[config.mk]
export PLATFORM = sky130hd
export DESIGN_NAME = sel_encoder_flat
export DESIGN_NICKNAME = d
export VERILOG_FILES = /design/src/rtl/sel_encoder_if.sv /design/src/rtl/sel_encoder.sv /design/src/flat_wrapper.sv
export SDC_FILE = /design/constraint.sdc
export NUM_CORES = 1
export LEC_CHECK = 0
export ABC_AREA = 0
export BUFFER_PORTS_ARGS = -buffer_cell sky130_fd_sc_hd__buf_4
export CAP_MARGIN = 15
export CELL_PAD_IN_SITES_DETAIL_PLACEMENT = 1
export CELL_PAD_IN_SITES_GLOBAL_PLACEMENT = 1
export CORE_AREA = 2 2 41 43
export DETAILED_ROUTE_END_ITERATION = 6
export DIE_AREA = 0 0 43 45
export PLACE_DENSITY_LB_ADDON = 0.2
export SETUP_SLACK_MARGIN = 0.4
export SYNTH_ARGS = -nofsm -noshare
export SYNTH_HDL_FRONTEND = slang
export SYNTH_SLANG_ARGS = --single-unit
[constraint.sdc]
create_clock -name clk -period 1.15 [get_ports clk]
set_input_delay 0.0575 -clock clk [delete_from_list [all_inputs] [get_ports clk]]
set_output_delay 0.0575 -clock clk [all_outputs]
set_load 0.05 [all_outputs]
[src/rtl/sel_encoder_if.sv]
// -----------------------------------------------------------------------------
// sel_encoder_if
// Request/result bundle for the sel_encoder one-hot priority encoder.
//   req        : N-bit request lines (one-hot intended), producer -> encoder
//   req_valid  : req is presented this cycle
//   req_ready  : encoder accepts req this cycle
//   code       : CW-bit encoded index, encoder -> consumer
//   code_valid : code holds an undelivered result
//   code_ready : consumer takes code this cycle
//   err_zero   : one-cycle pulse after an all-zero accept
//   err_multi  : one-cycle pulse after a multi-hot accept
//   err_cnt    : saturating count of err_multi pulses
// master : the environment (producer + consumer); slave : the encoder.
// -----------------------------------------------------------------------------
interface sel_encoder_if #(
    parameter int N  = 8,
    parameter int CW = 3
);
    logic [N-1:0]  req;
    logic          req_valid;
    logic          req_ready;
    logic [CW-1:0] code;
    logic          code_valid;
    logic          code_ready;
    logic          err_zero;
    logic          err_multi;
    logic [7:0]    err_cnt;

    modport master (
        output req, req_valid, code_ready,
        input  req_ready, code, code_valid, err_zero, err_multi, err_cnt
    );

    modport slave (
        input  req, req_valid, code_ready,
        output req_ready, code, code_valid, err_zero, err_multi, err_cnt
    );
endinterface

[src/rtl/sel_encoder.sv]
// -----------------------------------------------------------------------------
// sel_encoder
// Registered priority encoder with a one-deep valid/ready output stage.
// Highest set request bit wins. An accepted all-zero request is consumed
// without producing a code and flags err_zero. With the optional macro
// SEL_ENCODER_UNIQUE_CHECK_EN defined, accepted multi-hot requests pulse
// err_multi and bump a saturating 8-bit err_cnt; without it both read 0.
// Ports:
//   clk   : sole clock, rising edge
//   rst_n : asynchronous active-low reset
//   bus   : sel_encoder_if.slave (req/req_valid/req_ready, code/code_valid/
//           code_ready, err_zero, err_multi, err_cnt)
// Parameters: N request lines (power of two, 2..64), CW = log2(N).
// -----------------------------------------------------------------------------
module sel_encoder #(
    parameter int N  = 8,
    parameter int CW = 3
) (
    input  logic         clk,
    input  logic         rst_n,
    sel_encoder_if.slave bus
);

    typedef enum logic {
        EMPTY = 1'b0,
        FULL  = 1'b1
    } state_t;

    // Highest set bit wins: later iterations overwrite lower matches.
    function automatic logic [CW-1:0] prio_enc(input logic [N-1:0] r);
        logic [CW-1:0] idx;
        idx = {CW{1'b0}};
        for (int i = 0; i < N; i++) begin
            if (r[i]) begin
                idx = i[CW-1:0];
            end
        end
        return idx;
    endfunction

`ifdef SEL_ENCODER_UNIQUE_CHECK_EN
    // Clearing the lowest set bit leaves something only if two or more were set.
    function automatic logic is_multi(input logic [N-1:0] r);
        return (r & (r - {{(N-1){1'b0}}, 1'b1})) != {N{1'b0}};
    endfunction
`endif

    state_t        state_r;
    logic [CW-1:0] code_r;
    logic          err_zero_r;

    logic          code_valid_s;
    logic          req_ready_s;
    logic          accept_s;
    logic          nonzero_s;
    logic          transfer_s;
    logic [CW-1:0] enc_s;

    assign code_valid_s = (state_r == FULL);
    // The stage frees up in the same cycle the consumer drains it.
    assign req_ready_s  = ~code_valid_s | bus.code_ready;
    assign accept_s     = bus.req_valid & req_ready_s;
    assign nonzero_s    = |bus.req;
    assign transfer_s   = code_valid_s & bus.code_ready;
    assign enc_s        = prio_enc(bus.req);

    // Output-stage FSM: holds the code until transferred, reloads back-to-back.
    always_ff @(posedge clk or negedge rst_n) begin
        if (!rst_n) begin
            state_r    <= EMPTY;
            code_r     <= {CW{1'b0}};
            err_zero_r <= 1'b0;
        end else begin
            err_zero_r <= accept_s & ~nonzero_s;
            case (state_r)
                EMPTY: begin
                    if (accept_s && nonzero_s) begin
                        state_r <= FULL;
                        code_r  <= enc_s;
                    end else begin
                        state_r <= EMPTY;
                    end
                end
                FULL: begin
                    // An accept while FULL implies code_ready=1, i.e. the old code leaves.
                    if (accept_s && nonzero_s) begin
                        state_r <= FULL;
                        code_r  <= enc_s;
                    end else if (transfer_s) begin
                        state_r <= EMPTY;
                    end else begin
                        state_r <= FULL;
                    end
                end
                default: begin
                    state_r <= EMPTY;
                end
            endcase
        end
    end

`ifdef SEL_ENCODER_UNIQUE_CHECK_EN
    logic       err_multi_r;
    logic [7:0] err_cnt_r;
    logic       multi_hit_s;

    assign multi_hit_s = accept_s & is_multi(bus.req);

    // Multi-hot pulse and saturating event counter.
    always_ff @(posedge clk or negedge rst_n) begin
        if (!rst_n) begin
            err_multi_r <= 1'b0;
            err_cnt_r   <= 8'd0;
        end else begin
            err_multi_r <= multi_hit_s;
            if (multi_hit_s && (err_cnt_r != 8'd255)) begin
                err_cnt_r <= err_cnt_r + 8'd1;
            end else begin
                err_cnt_r <= err_cnt_r;
            end
        end
    end

    assign bus.err_multi = err_multi_r;
    assign bus.err_cnt   = err_cnt_r;
`else
    assign bus.err_multi = 1'b0;
    assign bus.err_cnt   = 8'd0;
`endif

    assign bus.req_ready  = req_ready_s;
    assign bus.code       = code_r;
    assign bus.code_valid = code_valid_s;
    assign bus.err_zero   = err_zero_r;

endmodule

[src/flat_wrapper.sv]
// flat-port wrapper written by rule: the top's interface ports become plain ports
module sel_encoder_flat 
#(
    parameter int N  = 8,
    parameter int CW = 3
)
  (clk, rst_n, bus_req, bus_req_valid, bus_code_ready, bus_req_ready, bus_code, bus_code_valid, bus_err_zero, bus_err_multi, bus_err_cnt);
  sel_encoder_if #(.N(N), .CW(CW)) bus_i ();
  input  logic clk;
  input  logic rst_n;
  input wire logic [$bits(bus_i.req)-1:0] bus_req;
  input wire logic [$bits(bus_i.req_valid)-1:0] bus_req_valid;
  input wire logic [$bits(bus_i.code_ready)-1:0] bus_code_ready;
  output wire logic [$bits(bus_i.req_ready)-1:0] bus_req_ready;
  output wire logic [$bits(bus_i.code)-1:0] bus_code;
  output wire logic [$bits(bus_i.code_valid)-1:0] bus_code_valid;
  output wire logic [$bits(bus_i.err_zero)-1:0] bus_err_zero;
  output wire logic [$bits(bus_i.err_multi)-1:0] bus_err_multi;
  output wire logic [$bits(bus_i.err_cnt)-1:0] bus_err_cnt;
  assign bus_i.req = bus_req;
  assign bus_i.req_valid = bus_req_valid;
  assign bus_i.code_ready = bus_code_ready;
  assign bus_req_ready = bus_i.req_ready;
  assign bus_code = bus_i.code;
  assign bus_code_valid = bus_i.code_valid;
  assign bus_err_zero = bus_i.err_zero;
  assign bus_err_multi = bus_i.err_multi;
  assign bus_err_cnt = bus_i.err_cnt;
  sel_encoder #(.N(N), .CW(CW)) u_core (.clk(clk), .rst_n(rst_n), .bus(bus_i));
endmodule
==> impl_metrics.prom <==
# TYPE chip_impl_metric gauge
chip_impl_info{name="outcome",value="completed"} 1
chip_impl_metric{name="portBuffers",unit=""} 17
chip_impl_metric{name="max_cap_viol_count",unit=""} 0
chip_impl_metric{name="synthAdderAreaFrac",unit=""} 0
chip_impl_metric{name="cell_area_power_density",unit="nW/um^2"} 1140
chip_impl_metric{name="final.fill_count",unit=""} 179
chip_impl_metric{name="h-tree-depth",unit=""} 1
chip_impl_metric{name="hold_viol",unit=""} 0
chip_impl_metric{name="vias_in_the_first_global_route",unit=""} 351
chip_impl_info{name="critical_path_capture_point_type",value="register"} 1
chip_impl_metric{name="dp_cells",unit=""} 73
chip_impl_metric{name="finish.net_count",unit=""} 79
chip_impl_metric{name="worst_path_largest_cell_delay",unit="ps"} 410
chip_impl_info{name="start_kind",value="register"} 1
chip_impl_metric{name="groute.usage.overall",unit=""} 0.0987
chip_impl_info{name="main_combinational_cell_family_by_area_after_synthesis",value="buffers and inverters"} 1
chip_impl_info{name="crit_chain",value="nand2b_4 -> buf_6 -> nand2_4 -> o21ai_2 -> o21ai_1"} 1
chip_impl_metric{name="drt.antenna.violating_nets",unit=""} 0
chip_impl_metric{name="final_cell_count_no_fill",unit=""} 82
chip_impl_metric{name="multiInputGateArea",unit="sq um"} 223
chip_impl_metric{name="antenna_cells",unit=""} 0
chip_impl_metric{name="critical_path_peak_fanout",unit=""} 4
chip_impl_info{name="hold_path.class",value="in -> reg"} 1
chip_impl_metric{name="p_leak",unit="nW"} 0.317
chip_impl_metric{name="setup_viol",unit=""} 0
chip_impl_metric{name="synthDistinctLibCells",unit=""} 13
chip_impl_metric{name="first_pass_iters",unit=""} 1
chip_impl_metric{name="global_route.overflow_total",unit=""} 0
chip_impl_metric{name="place_ws",unit="ps"} -47.8
chip_impl_metric{name="seq_area",unit="sq um"} 126
chip_impl_metric{name="clk_pin_slew",unit="ps"} 40
chip_impl_metric{name="drtIter0Drc",unit=""} 0
chip_impl_metric{name="post_detailed_route_wirelength_per_cell",unit="microns"} 11.2
chip_impl_metric{name="p_total",unit="mW"} 0.728
chip_impl_metric{name="average_size_of_a_mapped_cell",unit="sq um"} 9.14
chip_impl_metric{name="grt_start_max_net_pins",unit=""} 6
chip_impl_metric{name="design_area",unit="sq um"} 638
chip_impl_metric{name="routabilityCongestion",unit=""} 0.647
chip_impl_info{name="critical_path.top_delay_family",value="flip-flops"} 1
chip_impl_metric{name="clock_path_buffers",unit=""} 2
chip_impl_metric{name="post-route-util",unit=""} 0.434
chip_impl_metric{name="vdd_drop_max",unit="V"} 0.000362
chip_impl_metric{name="synth_compound_area_frac",unit=""} 0.106
chip_impl_metric{name="total_neg_setup_slack",unit="ps"} 0
chip_impl_metric{name="highest_attainable_clock_frequency",unit="GHz"} 0.986
chip_impl_metric{name="synthXorXnorAreaFrac",unit=""} 0
chip_impl_metric{name="core_area",unit="sq um"} 1470
chip_impl_metric{name="routed_wire_length",unit="microns"} 917
chip_impl_metric{name="vias_per_cell",unit=""} 4.02
chip_impl_metric{name="insertion_delay",unit="ps"} 240
chip_impl_metric{name="grt_antenna_before_repair",unit=""} 0
chip_impl_metric{name="drv_slew",unit=""} 0
chip_impl_metric{name="ios",unit=""} 27
chip_impl_metric{name="final_period_minus_worst_setup_slack",unit="ps"} 1010
chip_impl_metric{name="synthMuxAreaShare",unit=""} 0.0684
chip_impl_info{name="tritoncts_clock_tree",value="done"} 1
chip_impl_metric{name="remaining_drc_errors",unit=""} 0
chip_impl_info{name="r2r-start",value="u_core.bus.code_valid"} 1
chip_impl_metric{name="mappedNetlistArea",unit="sq um"} 329
chip_impl_metric{name="die_height",unit="microns"} 45
chip_impl_metric{name="ys_seq_area_frac",unit=""} 0.380
chip_impl_metric{name="area_growth",unit="%"} 93.9
chip_impl_metric{name="design.die.area",unit="sq um"} 1940
chip_impl_metric{name="place_area",unit="sq um"} 500
chip_impl_metric{name="netlist_instances",unit=""} 36
chip_impl_metric{name="die_width",unit="microns"} 43
chip_impl_metric{name="critical_path.n_buffers_inverters",unit=""} 1
chip_impl_metric{name="critical_path_arrival",unit="ps"} 1130
chip_impl_info{name="grt_setup_unrepaired",value="yes"} 1
chip_impl_metric{name="final_hold_slack",unit="ps"} 71.8
chip_impl_metric{name="drive_above_1_share",unit=""} 0.621
chip_impl_metric{name="post_synthesis_simple_gate_area_fraction",unit=""} 0.205
chip_impl_info{name="cpMaxStageDelayCell",value="dfrtp_2"} 1
chip_impl_metric{name="tritoncts_buffers",unit=""} 3
chip_impl_metric{name="start_util",unit=""} 0.224
chip_impl_metric{name="yosys_register_bits",unit=""} 5
chip_impl_metric{name="layout_worst_path_cycle_share",unit=""} 0.882
chip_impl_metric{name="rows",unit=""} 14
chip_impl_info{name="timing_worst_setup_path_type",value="reg -> reg"} 1
chip_impl_metric{name="clock_sinks",unit=""} 5
chip_impl_metric{name="first_pass_grt_wire_length",unit="microns"} 1370
chip_impl_info{name="clock-root-buffer",value="clkbuf_4"} 1
chip_impl_metric{name="dr_total_vias",unit=""} 330
chip_impl_metric{name="worstPathRequired",unit="ps"} 1270
chip_impl_info{name="holdCritStartpoint",value="bus_req_valid"} 1
chip_impl_metric{name="count_of_warnings_emitted_by_yosys",unit=""} 0
chip_impl_metric{name="clock-skew-final",unit="ps"} 2.21
chip_impl_metric{name="setup_slack",unit="ps"} 136
chip_impl_info{name="worstSetupStartpoint",value="u_core.bus.code_valid"} 1
[cells by family after synthesis]
family,Yosys count
and+or+nand+nor,11
buffers and inverters,11
DFF,5
other,1
AOI/OAI and AO/OA,6
muxes,2
[per-layer routing]
layer | part of all wire | vias to the layer above | global-route usage
met4 | 0.012 | 0 | 0.0909
met5 | 0 | - | 0
met2 | 0.60 | 12 | 0.164
li1 | - | 162 | -
met1 | 0.35 | 154 | 0.111
met3 | 0.039 | 2 | 0.0120
[synth_stat cells]
master	number	area share
nand2_1	4	0.046
a21oi_1	2	0.030
buf_4	9	0.21
o31ai_1	2	0.046
nor2_1	3	0.034
nand3_2	1	0.030
mux2_1	2	0.068
o21ai_0	2	0.030
dfrtp_1	5	0.38
conb_1	1	0.011
inv_1	2	0.023
nand2b_1	1	0.019
nor4_2	2	0.076
[cell type report]
cell class              count  area share
repair buffers             27       0.369
multi-input cells          28       0.349
flip-flops and latches      5       0.198
clock buffers               4      0.0412
well taps                  16      0.0314
inverters                   2      0.0118
[flip-flops by register name, indices dropped and copies added, names as in the netlist]
signal                 cells
u_core.bus.code            3
u_core.bus.code_valid      1
u_core.bus.err_zero        1
[cells in the final DEF, fill, tap and decap left out]
cell | netlist | routed
a21oi_1 | 2 | 2
buf_4 | 9 | 18
buf_6 | 0 | 8
clkbuf_1 | 0 | 1
clkbuf_4 | 0 | 3
conb_1 | 1 | 9
dfrtp_1 | 5 | 4
dfrtp_2 | 0 | 1
dlygate4sd3_1 | 0 | 1
inv_1 | 2 | 2
mux2_4 | 0 | 2
nand2_1 | 4 | 1
nand2_2 | 0 | 2
nand2_4 | 0 | 1
nand2b_4 | 0 | 1
nand3_4 | 0 | 1
nor2_1 | 3 | 2
nor2_4 | 0 | 1
nor4_4 | 0 | 2
o21ai_1 | 0 | 1
o21ai_2 | 0 | 1
o31ai_1 | 2 | 2
[path summary, 6_finish.rpt]
kind	endpoint	slack, ps	cells after the start
max	u_core.bus.code[2]	140	5
min	u_core.bus.code_valid	70	3
max reg2reg	u_core.bus.code[2]	140	5
min reg2reg	u_core.bus.code[1]	530	1
max in group asynchronous	u_core.bus.code_valid	870	2
min in group asynchronous	u_core.bus.code[2]	160	2
[worst reg2reg max path: stages, from the launching register on]
cell	delay, ps
dfrtp_2	410
nand2b_4	110
buf_6	110
nand2_4	60
o21ai_2	130
o21ai_1	90
[timing repair]
item,4_1_cts,5_1_grt
buffers inserted,2,2
setup endpoints to repair,11,11
resized for setup,13,6
hold buffers,1,0
pin swaps,2,5
endpoints found under the hold margin,5,0
[report_power, final]
| part | internal (mW) | switching (mW) |
|---|---|---|
| registers | 0.195 | 0.0143 |
| logic | 0.119 | 0.200 |
| clock network | 0.131 | 0.0694 |
(Power assumes the default switching activity.)
